[config.mk]
export PLATFORM = sky130hd
export DESIGN_NAME = colour_lut_loader
export DESIGN_NICKNAME = d
export VERILOG_FILES = /design/src/rtl/colour_lut_pkg.sv /design/src/rtl/byte_fifo.sv /design/src/rtl/colour_lut_loader.sv
export SDC_FILE = /design/constraint.sdc
export NUM_CORES = 1
export LEC_CHECK = 0
export CAP_MARGIN = 20
export CORE_AREA = 2 2 112 103
export CTS_CLUSTER_SIZE = 8
export DETAILED_ROUTE_END_ITERATION = 12
export DIE_AREA = 0 0 114 105
export MAX_ROUTING_LAYER = met4
export PLACE_DENSITY = 0.71
export SETUP_SLACK_MARGIN = 0.4
export SYNTH_ARGS = -nofsm -noshare
export SYNTH_HDL_FRONTEND = slang
export SYNTH_SLANG_ARGS = --single-unit
[constraint.sdc]
create_clock -name clk -period 2.5 [get_ports clk]
set_input_delay 0.75 -clock clk [delete_from_list [all_inputs] [get_ports clk]]
set_output_delay 0.75 -clock clk [all_outputs]
set_load 0.01 [all_outputs]
[src/rtl/colour_lut_pkg.sv]
// Shared definitions for the colour LUT loader: FSM state encodings, entry
// byte-count and download-window helpers.
package colour_lut_pkg;

  // Loader FSM states
  localparam logic [2:0] ST_IDLE    = 3'd0;
  localparam logic [2:0] ST_COLLECT = 3'd1;
  localparam logic [2:0] ST_PEND    = 3'd2;
  localparam logic [2:0] ST_WRITE   = 3'd3;
  localparam logic [2:0] ST_DONE    = 3'd4;

  // Bytes per LUT entry (little-endian, whole bytes)
  function automatic int unsigned bytes_per_entry(input int unsigned cw);
    return (cw + 32'd7) / 32'd8;
  endfunction

  // First download address past the table
  function automatic int unsigned win_end(input int unsigned base,
                                          input int unsigned pw,
                                          input int unsigned cw);
    return base + (32'd1 << pw) * bytes_per_entry(cw);
  endfunction

endpackage

[src/rtl/byte_fifo.sv]
// Small synchronous byte FIFO with synchronous flush.
// Ports: clk/rst_n, flush (empties, wins over push/pop), push/din, pop/dout
// (dout shows head while non-empty), avail (registered !full), empty (registered).
module byte_fifo #(
  parameter int unsigned DEPTH = 4
) (
  input  logic       clk,
  input  logic       rst_n,
  input  logic       flush,
  input  logic       push,
  input  logic [7:0] din,
  input  logic       pop,
  output logic [7:0] dout,
  output logic       avail,
  output logic       empty
);

  localparam int unsigned PTRW = $clog2(DEPTH);
  localparam int unsigned CNTW = PTRW + 1;

  logic [7:0]      mem [DEPTH];
  logic [PTRW-1:0] wptr;
  logic [PTRW-1:0] rptr;
  logic [CNTW-1:0] cnt;
  logic [CNTW-1:0] cnt_nxt;
  logic            do_push;
  logic            do_pop;

  // Qualified push/pop and next occupancy
  always_comb begin
    do_push = push & avail & ~flush;
    do_pop  = pop & ~empty & ~flush;
    cnt_nxt = cnt;
    if (flush) begin
      cnt_nxt = '0;
    end else if (do_push && !do_pop) begin
      cnt_nxt = cnt + CNTW'(1);
    end else if (do_pop && !do_push) begin
      cnt_nxt = cnt - CNTW'(1);
    end
  end

  // Pointers and registered flags
  always_ff @(posedge clk or negedge rst_n) begin
    if (!rst_n) begin
      wptr  <= '0;
      rptr  <= '0;
      cnt   <= '0;
      avail <= 1'b1;
      empty <= 1'b1;
    end else begin
      if (flush) begin
        wptr <= '0;
        rptr <= '0;
      end else begin
        if (do_push) wptr <= wptr + PTRW'(1);
        if (do_pop)  rptr <= rptr + PTRW'(1);
      end
      cnt   <= cnt_nxt;
      avail <= (cnt_nxt != CNTW'(DEPTH));
      empty <= (cnt_nxt == '0);
    end
  end

  // Storage, no reset needed
  always_ff @(posedge clk) begin
    if (do_push) mem[wptr] <= din;
  end

  assign dout = mem[rptr];

endmodule

[src/rtl/colour_lut_loader.sv]
// Colour LUT loader: buffers the download byte stream, assembles CW-bit
// entries and issues one LUT write per entry only while blank or video_off.
// Ports: download side dl_en/dl_addr/dl_data/dl_wr/dl_ready; video timing
// blank/video_off; LUT write port lut_wr/lut_addr/lut_din; status
// lut_valid/load_busy/load_err.
module colour_lut_loader
  import colour_lut_pkg::*;
#(
  parameter int unsigned PW     = 5,
  parameter int unsigned CW     = 8,
  parameter int unsigned AW     = 24,
  parameter int unsigned BASE   = 0,
  parameter int unsigned FDEPTH = 4
) (
  input  logic          clk,
  input  logic          rst_n,
  input  logic          dl_en,
  input  logic [AW-1:0] dl_addr,
  input  logic [7:0]    dl_data,
  input  logic          dl_wr,
  output logic          dl_ready,
  input  logic          blank,
  input  logic          video_off,
  output logic          lut_wr,
  output logic [PW-1:0] lut_addr,
  output logic [CW-1:0] lut_din,
  output logic          lut_valid,
  output logic          load_busy,
  output logic          load_err
);

  localparam int unsigned BYTES = bytes_per_entry(CW);
  localparam int unsigned TOTAL = win_end(BASE, PW, CW) - BASE;
  localparam int unsigned EW    = BYTES * 8;
  localparam int unsigned BCW   = (BYTES > 1) ? $clog2(BYTES) : 1;

  logic [2:0]     state, state_nxt;
  logic           dl_en_q;
  logic [AW-1:0]  exp_off, exp_off_nxt;
  logic [BCW-1:0] byte_cnt, byte_cnt_nxt;
  logic [PW-1:0]  entry_cnt, entry_cnt_nxt;
  logic [EW-1:0]  entry, entry_nxt;
  logic           lut_wr_nxt;
  logic [PW-1:0]  lut_addr_nxt;
  logic [CW-1:0]  lut_din_nxt;
  logic           lut_valid_nxt;
  logic           load_err_nxt;
  logic           load_busy_nxt;

  logic           push_c, pop_c, flush_c;
  logic [7:0]     fifo_dout;
  logic           fifo_empty;
  logic           rise_c, fall_c, active_c, in_win_c;
  logic [AW-1:0]  off_c;

  byte_fifo #(.DEPTH(FDEPTH)) u_fifo (
    .clk   (clk),
    .rst_n (rst_n),
    .flush (flush_c),
    .push  (push_c),
    .din   (dl_data),
    .pop   (pop_c),
    .dout  (fifo_dout),
    .avail (dl_ready),
    .empty (fifo_empty)
  );

  // Next-state and registered-output logic
  always_comb begin
    state_nxt     = state;
    exp_off_nxt   = exp_off;
    byte_cnt_nxt  = byte_cnt;
    entry_cnt_nxt = entry_cnt;
    entry_nxt     = entry;
    lut_wr_nxt    = 1'b0;
    lut_addr_nxt  = lut_addr;
    lut_din_nxt   = lut_din;
    lut_valid_nxt = lut_valid;
    load_err_nxt  = load_err;
    push_c        = 1'b0;
    pop_c         = 1'b0;
    flush_c       = 1'b0;

    rise_c   = dl_en & ~dl_en_q;
    fall_c   = ~dl_en & dl_en_q;
    active_c = (state == ST_COLLECT) || (state == ST_PEND) || (state == ST_WRITE);
    // Wrapping subtraction puts addresses below BASE far outside the window
    off_c    = dl_addr - AW'(BASE);
    in_win_c = ({1'b0, off_c} < (AW+1)'(TOTAL));

    if (rise_c) begin
      // New session restarts everything, even a pending write
      flush_c       = 1'b1;
      state_nxt     = ST_COLLECT;
      exp_off_nxt   = '0;
      byte_cnt_nxt  = '0;
      entry_cnt_nxt = '0;
      lut_valid_nxt = 1'b0;
      load_err_nxt  = 1'b0;
    end else if (fall_c) begin
      flush_c = 1'b1;
      if (active_c) begin
        load_err_nxt  = 1'b1;
        lut_valid_nxt = 1'b0;
      end
      state_nxt = ST_IDLE;
    end else begin
      // Accept only the next sequential in-window byte
      if (dl_wr && dl_ready && active_c && in_win_c) begin
        if (off_c == exp_off) begin
          push_c      = 1'b1;
          exp_off_nxt = exp_off + AW'(1);
        end else begin
          load_err_nxt = 1'b1;
        end
      end

      case (state)
        ST_COLLECT: begin
          if (!fifo_empty) begin
            pop_c = 1'b1;
            for (int unsigned b = 0; b < BYTES; b++) begin
              if (byte_cnt == BCW'(b)) entry_nxt[b*8 +: 8] = fifo_dout;
            end
            if (byte_cnt == BCW'(BYTES - 1)) begin
              byte_cnt_nxt = '0;
              state_nxt    = ST_PEND;
            end else begin
              byte_cnt_nxt = byte_cnt + BCW'(1);
            end
          end
        end
        ST_PEND: begin
          if (blank || video_off) begin
            state_nxt    = ST_WRITE;
            lut_wr_nxt   = 1'b1;
            lut_addr_nxt = entry_cnt;
            lut_din_nxt  = entry[CW-1:0];
          end
        end
        ST_WRITE: begin
          entry_cnt_nxt = entry_cnt + PW'(1);
          if (entry_cnt == {PW{1'b1}}) begin
            state_nxt     = ST_DONE;
            lut_valid_nxt = 1'b1;
          end else begin
            state_nxt = ST_COLLECT;
          end
        end
        ST_IDLE, ST_DONE: ;
        default: state_nxt = ST_IDLE;
      endcase
    end

    load_busy_nxt = (state_nxt != ST_IDLE) && (state_nxt != ST_DONE);
  end

  // State and output registers
  always_ff @(posedge clk or negedge rst_n) begin
    if (!rst_n) begin
      state     <= ST_IDLE;
      dl_en_q   <= 1'b0;
      exp_off   <= '0;
      byte_cnt  <= '0;
      entry_cnt <= '0;
      entry     <= '0;
      lut_wr    <= 1'b0;
      lut_addr  <= '0;
      lut_din   <= '0;
      lut_valid <= 1'b0;
      load_err  <= 1'b0;
      load_busy <= 1'b0;
    end else begin
      state     <= state_nxt;
      dl_en_q   <= dl_en;
      exp_off   <= exp_off_nxt;
      byte_cnt  <= byte_cnt_nxt;
      entry_cnt <= entry_cnt_nxt;
      entry     <= entry_nxt;
      lut_wr    <= lut_wr_nxt;
      lut_addr  <= lut_addr_nxt;
      lut_din   <= lut_din_nxt;
      lut_valid <= lut_valid_nxt;
      load_err  <= load_err_nxt;
      load_busy <= load_busy_nxt;
    end
  end

endmodule

==> flow_summary.toml <==
[outcome]
status = "complete, no violations"

[synthesis]
syn_area_um2 = 4470
synth_cells = 328
synth_compound_area_share_pct = 5.18
async_reset_ff_share_pct = 67.7
synthesis.nets = 378
synthFlopType = "dfrtp_1"
synthSimpleGateAreaFrac_pct = 13.1
ys_ff_latch = 99
synthTopCellsByArea = "dfrtp_1, edfxtp_1, mux2_2"
syn-mean-instance-area_um2 = 13.6
yosysSeqAreaShare_pct = 59.1
synth_top_cell_area_share_pct = 36.4
synth_top_family_by_area = "simple AND/OR/NAND/NOR gates"
yosys.area_share.xor_xnor_pct = 6.24
synthMuxAreaShare_pct = 11.1
yosys_warnings = 0
yosys.area.top_type = "dfrtp_1"
synth_edf_count = 32
yosys.area_share.adder_pct = 3.36
synth.distinct_cells = 55

[layout]
drive_above_1_share_pct = 39.4
final_cell_area_um2 = 6040
area_delta_synth_final_pct = 35.1
num-nets-final = 476
num-fill-cells = 874
diodes = 0

[pwr]
power.density_nw_per_um2 = 561
power_mw = 3.39
ir_worst_vdd_v = 0.000358
p_leak_nw = 2.57

[sta]
setup_viol = 0
rsz0062_at_grt = "true"
period_minus_slack_ns = 2.10
tightest_slew_ns = 0.555
slew_headroom_pct = 63.0
finalCritPeriodShare_pct = 84.2
drv_slew = 0
hold_viol = 0
fin_setup_tns_ns = 0
clock_skew_ns = 0.00659
fin_ws_ns = 0.396
fmax_mhz = 475
timing.hold.ws_ns = 0.410

[drt]
drc = 0
viasPerCell = 5.14
detail-route-antenna-nets = 0
routedWlPerCell_um = 15.9
first_iter_violations = 161
vias = 2898
firstDrtPassIters = 4
wl_um = 8940

[place]
place_ws_ns = -0.443
place_area_um2 = 5580
io_buffers = 55
dp_hpwl_um = 6320
place_congestion = 0.776

[worst_setup_path]
crit_path_end_kind = "flip-flop"
path_class = "in -> reg"
crit_arrival_ns = 2.15
cp.required_ns = 2.55
critPathMaxFanout = 8
r2r-start = "u_fifo.avail"
r2r-end = "u_fifo.mem[0][4]"
reg2reg_depth = 6
r2r_slack_ns = 0.46
startpoint_type = "primary input"

[clock_tree]
clockBufferDepth = 2
tritoncts = "done"
clk_latency_ns = 0.34
cts-root-buf = "clkbuf_16"
cts_made_buffers = 9
cts_max_level = 3
clkTransAtPathRegs_ns = 0.07
cts_hold_buf = 0
cts_num_sinks = 99

[floorplan]
die_x_um = 114
initial_utilization_pct = 41.7
dieArea_um2 = 12000
core_area_um2 = 10700
num_rows = 36
ios = 56
die_h_um = 105

[min_path]
hp-class = "in -> async"

[global_route]
grt_pass1_vias = 3102
grt-ovfl-total = 0
antenna_found_initial = 0
grt_pass1_wl_um = 15500
grt_use_total_pct = 17.2
grt_max_degree = 68

[run]
cap_viol_max_count = 0
-- registers in the layout (all words and copies together), names as in the netlist --
register      flops
u_fifo.wptr       2
u_fifo.mem       32
lut_wr            1
dl_en_q           1
u_fifo.rptr       2
lut_valid         1
u_fifo.empty      1
lut_din           8
load_busy         1
exp_off          24
load_err          1
entry             8
lut_addr          5
entry_cnt         5
state             3
u_fifo.avail      1
u_fifo.cnt        3
-- logic make-up (layout without fill, tap and decap cells) --
logic type / count (synthesis) / after routing
flip-flops: 99 / 99
AND/OR/NAND/NOR: 95 / 95
multiplexers: 36 / 36
AO/OA/AOI/OAI: 33 / 33
XOR/XNOR: 31 / 31
buffers and inverters: 22 / 125
adder cells (fa/ha/maj): 12 / 12
-- metal layers --
metal / GRT usage [%] / part of all wire, % / routed length (µm) / vias up
li1: - / - / - / 1386
met1: 22.5 / 46 / 4120 / 1456
met2: 26.1 / 49 / 4420 / 47
met3: 4.12 / 3.2 / 284 / 9
met4: 6.45 / 1.3 / 117 / 0
met5: - / 0 / 0 / -
-- layout by cell type (no fill, tap or decap), drive strengths merged, types with 2 or more instances in the layout --
cell,n
nand2,10
nor3,8
mux4,8
nor4b,3
ha,12
clkinv,3
a31oi,4
nor2b,4
a21oi,6
a21o,2
edfxtp,32
and2,20
clkdlybuf4s50,27
clkbuf,13
clkdlybuf4s15,7
mux2,24
dfstp,2
o21ai,5
nand4,9
a31o,3
nor2,17
and3,6
inv,11
a211oi,2
nor4,6
xnor2,30
dlygate4sd2,3
nand3,5
buf,60
o21a,2
mux2i,4
dfrtp,65
or2,3
-- how the worst max path moves through the flow --
stage | startpoint | end | slack [ns] | cells past startpoint
after floorplan | dl_addr[14] | u_fifo.mem[0][0] | 0.25 | 6
after global placement | dl_addr[14] | exp_off[5] | -0.38 | 8
after detailed placement | dl_addr[14] | u_fifo.mem[3][1] | -0.44 | 7
after CTS | dl_addr[1] | u_fifo.mem[3][5] | 0.40 | 7
after global routing | dl_addr[13] | u_fifo.mem[3][5] | 0.35 | 7
final | dl_addr[1] | u_fifo.mem[0][4] | 0.40 | 7
-- worst max-delay path: stages --
cell             delay, ns
clkdlybuf4s15_2       0.19
xnor2_2               0.15
nand4_1               0.18
nor4_4                0.30
nand2_2               0.14
nor2_4                0.15
and3_4                0.28
-- stage by stage --
step | std cells | util, %
floorplan | 328 | -
global placement | 542 | 52.0
detailed placement | 542 | 52.0
CTS | 563 | 55.9
global route | 564 | 56.3
finish | 564 | 56.3
-- synthesized netlist by cell type, types with 2 or more instances --
| library cell | n |
|---|---|
| xnor2_1 | 29 |
| nand2_1 | 10 |
| a21oi_1 | 6 |
| dfstp_2 | 2 |
| edfxtp_1 | 32 |
| a211oi_1 | 2 |
| nand4_2 | 2 |
| a21o_1 | 2 |
| mux2i_1 | 4 |
| mux4_2 | 8 |
| nand4_1 | 7 |
| inv_1 | 9 |
| o21a_1 | 2 |
| a31o_2 | 3 |
| clkbuf_1 | 5 |
| or2_2 | 3 |
| nor4b_2 | 2 |
| o21ai_0 | 5 |
| nor2b_1 | 4 |
| ha_1 | 12 |
| mux2_2 | 23 |
| nor3_1 | 6 |
| and3_1 | 6 |
| a31oi_1 | 4 |
| nor4_1 | 5 |
| nor2_1 | 17 |
| and2_1 | 20 |
| dfrtp_1 | 65 |
| nand3_1 | 4 |
| buf_2 | 3 |
| buf_1 | 2 |
-- where the power goes --
| group | leakage, nW | internal [mW] | total [mW] | switching [mW] |
|---|---|---|---|---|
| registers | 1.20 | 1.70 | 1.73 | 0.0302 |
| clock network | 0.144 | 0.743 | 1.36 | 0.615 |
| logic | 1.22 | 0.161 | 0.301 | 0.140 |
-- final cells by class --
type / instances / area, µm² / area share (%)
sequential: 99 / 2640 / 43.7
multi-input combinational: 207 / 2000 / 33.2
timing repair buffer: 99 / 866 / 14.3
clock buffer: 11 / 253 / 4.19
tap: 133 / 166 / 2.76
inverter: 10 / 62.6 / 1.04
clock inverter: 5 / 45.0 / 0.746
-- repair_timing --
item                       CTS  global route
resized for setup          116            15
gates cloned                 0             0
setup endpoints to repair   74            46
pin swaps                   37            20
setup buffers                5             1
No activity file was read; power rests on OpenSTA's default activity.
